`config.mk`:
```
export PLATFORM = sky130hd
export DESIGN_NAME = sram_bank_arbiter
export DESIGN_NICKNAME = d
export VERILOG_FILES = /design/src/rtl/sram_bank_arbiter.sv
export SDC_FILE = /design/constraint.sdc
export NUM_CORES = 1
export LEC_CHECK = 0
export ABC_AREA = 1
export BUFFER_PORTS_ARGS = -buffer_cell sky130_fd_sc_hd__buf_4
export CELL_PAD_IN_SITES_DETAIL_PLACEMENT = 0
export CELL_PAD_IN_SITES_GLOBAL_PLACEMENT = 1
export CORE_MARGIN = 4
export CORE_UTILIZATION = 30
export CTS_CLUSTER_DIAMETER = 60
export DETAILED_ROUTE_END_ITERATION = 8
export GPL_TIMING_DRIVEN = 0
export PLACE_DENSITY = 0.79
export SLEW_MARGIN = 10
export SYNTH_ARGS = -nofsm -noshare
export SYNTH_HDL_FRONTEND = slang
export SYNTH_SLANG_ARGS = --single-unit
```
`constraint.sdc`:
```
create_clock -name wb_clk_i -period 4.3 [get_ports wb_clk_i]
set_clock_uncertainty 0.15 [all_clocks]
set_input_delay 0.43 -clock wb_clk_i [delete_from_list [all_inputs] [get_ports wb_clk_i]]
set_output_delay 0.43 -clock wb_clk_i [all_outputs]
set_load 0.01 [all_outputs]
```
`src/rtl/sram_bank_arbiter.sv`:
```
// Two-requester arbiter in front of four 32x512 SRAM macros.
// Requester A is a Wishbone slave port, requester B is a simple req/gnt port.
// All macro controls are registered; reads share one result register.
//
// state  | meaning
// IDLE   | sample requests, grant one, load macro controls for the access
// ACCESS | exactly one chip-select low (write port or read port)
// WAIT   | read only: READ_LAT cycles until the macro output is sampled
// RESP   | one-cycle completion pulse to the owner, no request sampling
module sram_bank_arbiter #(
    parameter int READ_LAT = 1
) (
    input  logic         wb_clk_i,
    input  logic         wb_rst_i,
    input  logic         wbs_cyc_i,
    input  logic         wbs_stb_i,
    input  logic         wbs_we_i,
    input  logic [3:0]   wbs_sel_i,
    input  logic [31:0]  wbs_adr_i,
    input  logic [31:0]  wbs_dat_i,
    output logic         wbs_ack_o,
    output logic [31:0]  wbs_dat_o,
    input  logic         b_req_i,
    input  logic         b_we_i,
    input  logic [12:0]  b_addr_i,
    input  logic [3:0]   b_wmask_i,
    input  logic [31:0]  b_wdata_i,
    output logic         b_gnt_o,
    output logic         b_rvalid_o,
    output logic [31:0]  b_rdata_o,
    output logic [3:0]   sram_csb0_o,
    output logic         sram_web0_o,
    output logic [3:0]   sram_wmask0_o,
    output logic [8:0]   sram_addr0_o,
    output logic [31:0]  sram_din0_o,
    output logic [3:0]   sram_csb1_o,
    output logic [8:0]   sram_addr1_o,
    input  logic [127:0] sram_dout1_i,
    output logic         arb_busy_o
);

    typedef enum logic [1:0] {S_IDLE, S_ACCESS, S_WAIT, S_RESP} state_t;

    localparam logic [1:0] WAIT_LOAD = 2'(READ_LAT - 1);

    state_t      state_q;
    logic        prio_b_q;
    logic        owner_b_q;
    logic        we_q;
    logic [1:0]  bank_q;
    logic [1:0]  wait_cnt_q;
    logic [31:0] rdata_q;
    logic        ack_a_q;
    logic        rvalid_q;
    logic [3:0]  csb0_q;
    logic        web0_q;
    logic [3:0]  wmask0_q;
    logic [8:0]  addr0_q;
    logic [31:0] din0_q;
    logic [3:0]  csb1_q;
    logic [8:0]  addr1_q;

    logic        req_a;
    logic        grant_a_d;
    logic        grant_b_d;
    logic        we_d;
    logic [1:0]  bank_d;
    logic [8:0]  word_d;
    logic [3:0]  mask_d;
    logic [31:0] wdata_d;

    // Byte-lane and upper address bits carry no meaning for a 2 KiB-per-bank map.
    logic unused_addr_bits;
    assign unused_addr_bits = ^{wbs_adr_i[31:13], wbs_adr_i[1:0], b_addr_i[1:0]};

    // Round-robin grant decision and selection of the winner's access fields.
    always_comb begin
        req_a     = wbs_cyc_i & wbs_stb_i;
        grant_b_d = (state_q == S_IDLE) && b_req_i && (!req_a || prio_b_q);
        grant_a_d = (state_q == S_IDLE) && req_a && !grant_b_d;
        if (grant_b_d) begin
            we_d    = b_we_i;
            bank_d  = b_addr_i[12:11];
            word_d  = b_addr_i[10:2];
            mask_d  = b_wmask_i;
            wdata_d = b_wdata_i;
        end else begin
            we_d    = wbs_we_i;
            bank_d  = wbs_adr_i[12:11];
            word_d  = wbs_adr_i[10:2];
            mask_d  = wbs_sel_i;
            wdata_d = wbs_dat_i;
        end
    end

    // Arbiter FSM with registered macro controls and completion pulses.
    always_ff @(posedge wb_clk_i or posedge wb_rst_i) begin
        if (wb_rst_i) begin
            state_q    <= S_IDLE;
            prio_b_q   <= 1'b0;
            owner_b_q  <= 1'b0;
            we_q       <= 1'b0;
            bank_q     <= 2'd0;
            wait_cnt_q <= 2'd0;
            rdata_q    <= 32'd0;
            ack_a_q    <= 1'b0;
            rvalid_q   <= 1'b0;
            csb0_q     <= 4'hF;
            web0_q     <= 1'b1;
            wmask0_q   <= 4'd0;
            addr0_q    <= 9'd0;
            din0_q     <= 32'd0;
            csb1_q     <= 4'hF;
            addr1_q    <= 9'd0;
        end else begin
            ack_a_q  <= 1'b0;
            rvalid_q <= 1'b0;
            case (state_q)
                S_IDLE: begin
                    if (grant_a_d || grant_b_d) begin
                        state_q   <= S_ACCESS;
                        owner_b_q <= grant_b_d;
                        prio_b_q  <= grant_a_d;
                        we_q      <= we_d;
                        bank_q    <= bank_d;
                        if (we_d) begin
                            csb0_q   <= ~(4'b0001 << bank_d);
                            web0_q   <= 1'b0;
                            wmask0_q <= mask_d;
                            addr0_q  <= word_d;
                            din0_q   <= wdata_d;
                        end else begin
                            csb1_q  <= ~(4'b0001 << bank_d);
                            addr1_q <= word_d;
                        end
                    end
                end
                S_ACCESS: begin
                    csb0_q   <= 4'hF;
                    web0_q   <= 1'b1;
                    wmask0_q <= 4'd0;
                    addr0_q  <= 9'd0;
                    din0_q   <= 32'd0;
                    csb1_q   <= 4'hF;
                    addr1_q  <= 9'd0;
                    if (we_q) begin
                        state_q  <= S_RESP;
                        ack_a_q  <= !owner_b_q;
                        rvalid_q <= owner_b_q;
                    end else begin
                        state_q    <= S_WAIT;
                        wait_cnt_q <= WAIT_LOAD;
                    end
                end
                S_WAIT: begin
                    if (wait_cnt_q == 2'd0) begin
                        state_q  <= S_RESP;
                        rdata_q  <= sram_dout1_i[{bank_q, 5'b00000} +: 32];
                        ack_a_q  <= !owner_b_q;
                        rvalid_q <= owner_b_q;
                    end else begin
                        wait_cnt_q <= wait_cnt_q - 2'd1;
                    end
                end
                default: begin
                    state_q <= S_IDLE;
                end
            endcase
        end
    end

    // A master that let go of cyc/stb before completion gets no ack.
    assign wbs_ack_o     = ack_a_q & wbs_cyc_i & wbs_stb_i;
    assign wbs_dat_o     = rdata_q;
    assign b_rdata_o     = rdata_q;
    assign b_rvalid_o    = rvalid_q;
    assign b_gnt_o       = grant_b_d;
    assign arb_busy_o    = (state_q != S_IDLE);
    assign sram_csb0_o   = csb0_q;
    assign sram_web0_o   = web0_q;
    assign sram_wmask0_o = wmask0_q;
    assign sram_addr0_o  = addr0_q;
    assign sram_din0_o   = din0_q;
    assign sram_csb1_o   = csb1_q;
    assign sram_addr1_o  = addr1_q;

endmodule

```
; Yosys cells after proc, flatten, opt, wreduce, memory -nomap -nowiden
; Cells that the tools add are included.
[classes]
bitwise_logic = 4
shift = 2
muxes = 39
multipliers = 0
n_eq_ne = 8
div_mod_pow = 0
n_addsub = 1
reduce_logical = 20
order_cmp = 0
[ops]
columns = operator, n
row1 = 128-bit by 8-bit variable part select with 32-bit output, 1
row2 = 32-bit two-way mux, 3
row3 = 32-bit case mux with 2 select lines, 1
row4 = 9-bit two-way mux, 5
row5 = 9-bit case mux with 2 select lines, 2
row6 = 4-bit two-way mux, 7
row7 = 4-bit case mux with 2 select lines, 3
row8 = 2-bit two-way mux, 5
row9 = "2-bit inequality test, second input constant", 5
row10 = 3-bit AND reduction, 3
row11 = 1-bit two-way mux, 8
row12 = 1-bit case mux with 2 select lines, 3
row13 = 2-bit case mux with 3 select lines, 1
row14 = 2-bit AND reduction, 3
row15 = 2-bit nonzero test, 3
row16 = 1-bit logical AND, 4
row17 = 2-bit logical NOT, 2
row18 = 4-bit NOT, 1
row19 = 2-bit case mux with 2 select lines, 1
row20 = "1-bit by 2-bit left shift with 4-bit output, first input constant", 1
row21 = 1-bit AND, 3
row22 = 1-bit logical NOT, 3
row23 = "2-bit by 1-bit equality test with 1-bit output, second input constant", 1
row24 = "2-bit equality test, second input constant", 1
row25 = other kinds (3), 4
[word_totals]
ff_bits = 106
ramBits = 0
n_memories = 0
out_inout_bits = 131
latch_bits = 0
elab_cells = 90
romBits = 0

; Depth between registers and ports, before layout
[logic_depth]
depth_word = 10
mapped_depth = 12

; Worst setup path after synthesis
; OpenSTA, ideal clock, no wires.
[synth_path]
path_type = register to output
from = reg state_q[0]
to = out b_gnt_o
t_required_ps = 3720
path_stages_with_launch = 9
slack_ps = 2441
path_buffers = 2
arrival_time_ps = 1279
path_cell_list = dfrtp_1 -> inv_1 -> ha_1 -> nand2_2 -> clkinv_4 -> nand2_4 -> clkinv_2 -> buf_8 -> buf_12
[synth_between]
elab_chain_cells = 3
[synth_rtl]
columns = element, line
row1 = "start, declared", 46  ; state_t state_q;
row2 = "start signal, assigned", 99  ; state_q <= S_IDLE;
row3 = "start signal, assigned", 121  ; state_q <= S_ACCESS;
row4 = "start signal, assigned", 147  ; state_q <= S_RESP;
row5 = 2-bit logical NOT, 79  ; grant_b_d = (state_q == S_IDLE) && b_req_i && (!req_a || prio_b_q);
row6 = 1-bit logical AND (2 in series), 79
row7 = "end, declared", 28  ; output logic b_gnt_o,
; No other way between the ends.

; Worst setup path after layout
; Ends and elaborated chain as after synthesis.

==> impl_results.md <==
- Reg2reg end: sram_din0_o[31]
- Syn. warnings: 0
- Combinational family with the most area after synthesis: simple AND/OR/NAND/NOR gates
- Area leader, netlist: dfrtp_1
- P&R area growth vs syn: 53.58%
- Worst Path Arrival: 1.96 ns
- Grt total ovfl: 0
- Final WS setup: 1.762 ns
- Top delay family on crit path: buffers and inverters
- Critical path class: reg -> out
- Setup WS pre-CTS: 2.125 ns
- Cells along the critical path: inv_1 -> ha_1 -> nand2_2 -> clkinv_4 -> nand2_4 -> clkinv_2 -> buf_8 -> buf_12 -> buf_4
- Mapped Avg Cell Area: 7.345 um2
- Die Height: between 150 and 200 um
- Die area: 23670 um2
- Max Cap Viol: 0
- Core Area: around 21000 um2
- Post-cts resize count: 0
- Bufs on Longest Clock Path: 2
- Slew margin rel.: 53.77%
- Final Hold Viols: 0
- Slowest-stage cell, CP: dfrtp_1
- Leakage: 5.043 nW
- Hold_buf cts: 1
- Worst-Skew Late Latency: 0.35 ns
- Cell Pwr Density: ~700 nW/um2
- Post-CTS setup buffers: 0
- Synth cell types: 31
- Main flop type after synthesis: dfrtp_1
- Worst r2r src: state_q[1]
- Bufs and invs on worst path: 6
- Post-synthesis mux area share: 0%
- Final nets: 1498
- Cells after Synth: 869
- Post-synth EDFFs: 0
- Worst-path clk slew: 0.08 ns
- Complex-gate fraction of the synthesized area: 13.68%
- Port Buffer Count: ~360
- Max-slew violations: 0
- Largest net degree at the start of global routing: between 50 and 60
- Synth Area in Simple Gates: 33.11%
- Remaining antenna violation count: 0
- Synth Cell Area: 6382 um2
- Vias in the first global route: 7231
- Site row count: 53
- Clk root buf: clkbuf_16
- Final WL: 26990 um
- Starting Density: 30.46%
- Worst Reg2Reg Path Length in Cells: 8
- Register area share after synthesis: 41.74%
- Post-Synth Adder-Cell Area: 0.9802%
- CP endpoint kind: output pin
- Peak supply drop: 225.4 uV
- # H-tree levels: 3
- Hold Crit Start: sram_dout1_i[53]
- Initial antenna violation count: 1
- Synth top area share: 38.03%
- CTS sink count: about 110
- Post-synthesis register bit count: 106
- Via count: 7111
- Worst hold endpoint: b_rdata_o[21]
- Routability congestion estimate: 0.8826
- Drt drc: 0
- Average vias per placed instance: around 4.7
- Fraction of registers with async set/reset: 100.0%
- DPL Wire Length: 21460 um
- Worst slew pin tran: 0.6935 ns
- RSZ-0062 raised after global routing: false
- Clock tree from TritonCTS: yes
- First-pass GRT wire length: 40940 um
- DR WL/cell: 17.73 um
- Chip width: 153.9 um
- Starting DRT DRC Count: approximately 440
- Hold depth: 3
- Syn_nets: 1126
- Total power: 7.037 mW
- CTS Buf Count: 9
- Period utilization: between 50% and 60%
- Status: finished clean
- Finish-stage setup viols: 0
- Pre-antenna DRT Iters: 4
- Synth Area in XOR/XNOR: 0%
- CP peak stage delay: 0.40 ns
- Fmax: just under 400 MHz
- CP Max Fanout: 10
- Post-layout min period: 2.538 ns
- Setup crit start kind: flip-flop
- TNS Setup: 0 ns
- Min-Delay Path Class: in -> reg
- IO Pins: 383
- Share of layout cells above drive strength 1: 41.97%
- Total GRT Usage: 21.99%
- Critical Path RT: about 3.7 ns
- Synth area leaders: dfrtp_1 38%, nand2_1 12%, nor2_1 11%
- Flop-to-flop setup slack: 2.17 ns
==> cells in the final DEF, fill, tap and decap left out, types with 2 or more instances in the layout <==
cell type / synthesis / final
dfrtp_1: 97 / 97
o21ai_0: 68 / 68
bufinv_16: 0 / 2
nor2_1: 185 / 185
dfstp_2: 9 / 9
ha_1: 5 / 5
nand3b_1: 11 / 11
o21ai_1: 2 / 2
a21oi_2: 28 / 28
buf_12: 3 / 3
clkbuf_16: 0 / 9
a21oi_1: 11 / 11
inv_2: 3 / 3
inv_1: 17 / 16
buf_1: 4 / 4
buf_4: 38 / 397
clkbuf_1: 21 / 21
clkinv_4: 1 / 2
a31oi_1: 32 / 32
inv_6: 0 / 2
nand2_2: 33 / 33
nand3_1: 58 / 58
buf_2: 23 / 23
nand3_2: 2 / 2
nand2_1: 209 / 209
==> cell usage after synthesis (2+ instances only) <==
| cell type | instances |
|---|---|
| ha_1 | 5 |
| clkbuf_1 | 21 |
| buf_4 | 38 |
| dfrtp_1 | 97 |
| nand2_1 | 209 |
| o21ai_1 | 2 |
| nor2_1 | 185 |
| buf_12 | 3 |
| buf_2 | 23 |
| inv_1 | 17 |
| o21ai_0 | 68 |
| nand3_2 | 2 |
| inv_2 | 3 |
| nand3b_1 | 11 |
| nand3_1 | 58 |
| a21oi_2 | 28 |
| a21oi_1 | 11 |
| dfstp_2 | 9 |
| a31oi_1 | 32 |
| buf_1 | 4 |
| nand2_2 | 33 |
==> where the power goes <==
group | switching, mW | total, mW | internal [mW]
clock | 0.408 | 0.942 | 0.535
sequential | 0.331 | 1.84 | 1.51
combinational | 2.38 | 4.25 | 1.87
==> worst max-delay path by stage <==
stage	cells after the start	start	end	slack [ns]
after detailed placement	9	state_q[0]	b_gnt_o	2.12
after global routing	9	state_q[0]	b_gnt_o	1.65
after CTS	9	state_q[0]	b_gnt_o	1.74
after floorplan	1	wb_rst_i	ack_a_q	0.95
final	9	state_q[0]	b_gnt_o	1.76
after global placement	2	wb_rst_i	sram_addr1_o[4]	-0.74
==> metal layers <==
metal | vias up | wire length (um) | track usage, %
met5 | - | 0 | 0
met4 | 0 | 657 | 7.065
met1 | 3275 | 10840 | 26.57
li1 | 3516 | - | -
met2 | 290 | 13220 | 38.02
met3 | 30 | 2265 | 6.051
==> state kept, by name, indices dropped and copies added, names as in the netlist <==
name           flops
ack_a_q            1
b_rdata_o         32
sram_csb1_o        4
bank_q             2
sram_addr1_o       9
wait_cnt_q         2
sram_din0_o       32
state_q            2
sram_addr0_o       9
sram_wmask0_o      4
sram_csb0_o        4
b_rvalid_o         1
we_q               1
prio_b_q           1
sram_web0_o        1
owner_b_q          1
==> worst min-delay path, delay by kind of cell <==
family | cells | cell delay [ns]
AO/OA/AOI/OAI | 2 | 0.18
buffers and inverters | 1 | 0.07
==> stage by stage <==
stage,instance area [um2],hold WS [ns],util (%),std cells
2_1_floorplan,6382,0.2532,-,869
4_1_cts,9799,0.2095,46.76,1521
3_3_place_gp,9422,0.2626,44.96,1503
6_report,9802,0.2208,46.78,1522
5_1_grt,9802,0.2416,46.78,1522
3_5_place_dp,9454,0.2720,45.12,1504
==> layout make-up <==
cell class,instances,area [um2]
Inverter,22,93.84
Clock inverter,6,96.34
Clock buffer,10,239.0
Multi-Input combinational cell,650,3049
Tap cell,275,344.1
Sequential cell,106,2664
Timing Repair Buffer,361,2733
Antenna cell,1,2.502
Buffer,91,580.6
Fill cell,2247,11150
==> cells by family after synthesis <==
logic type      count (synthesis)
fa+ha+maj                       5
simple gates                  501
flops                         106
buf+inv                       113
compound gates                144
(Power assumes the default switching activity.)
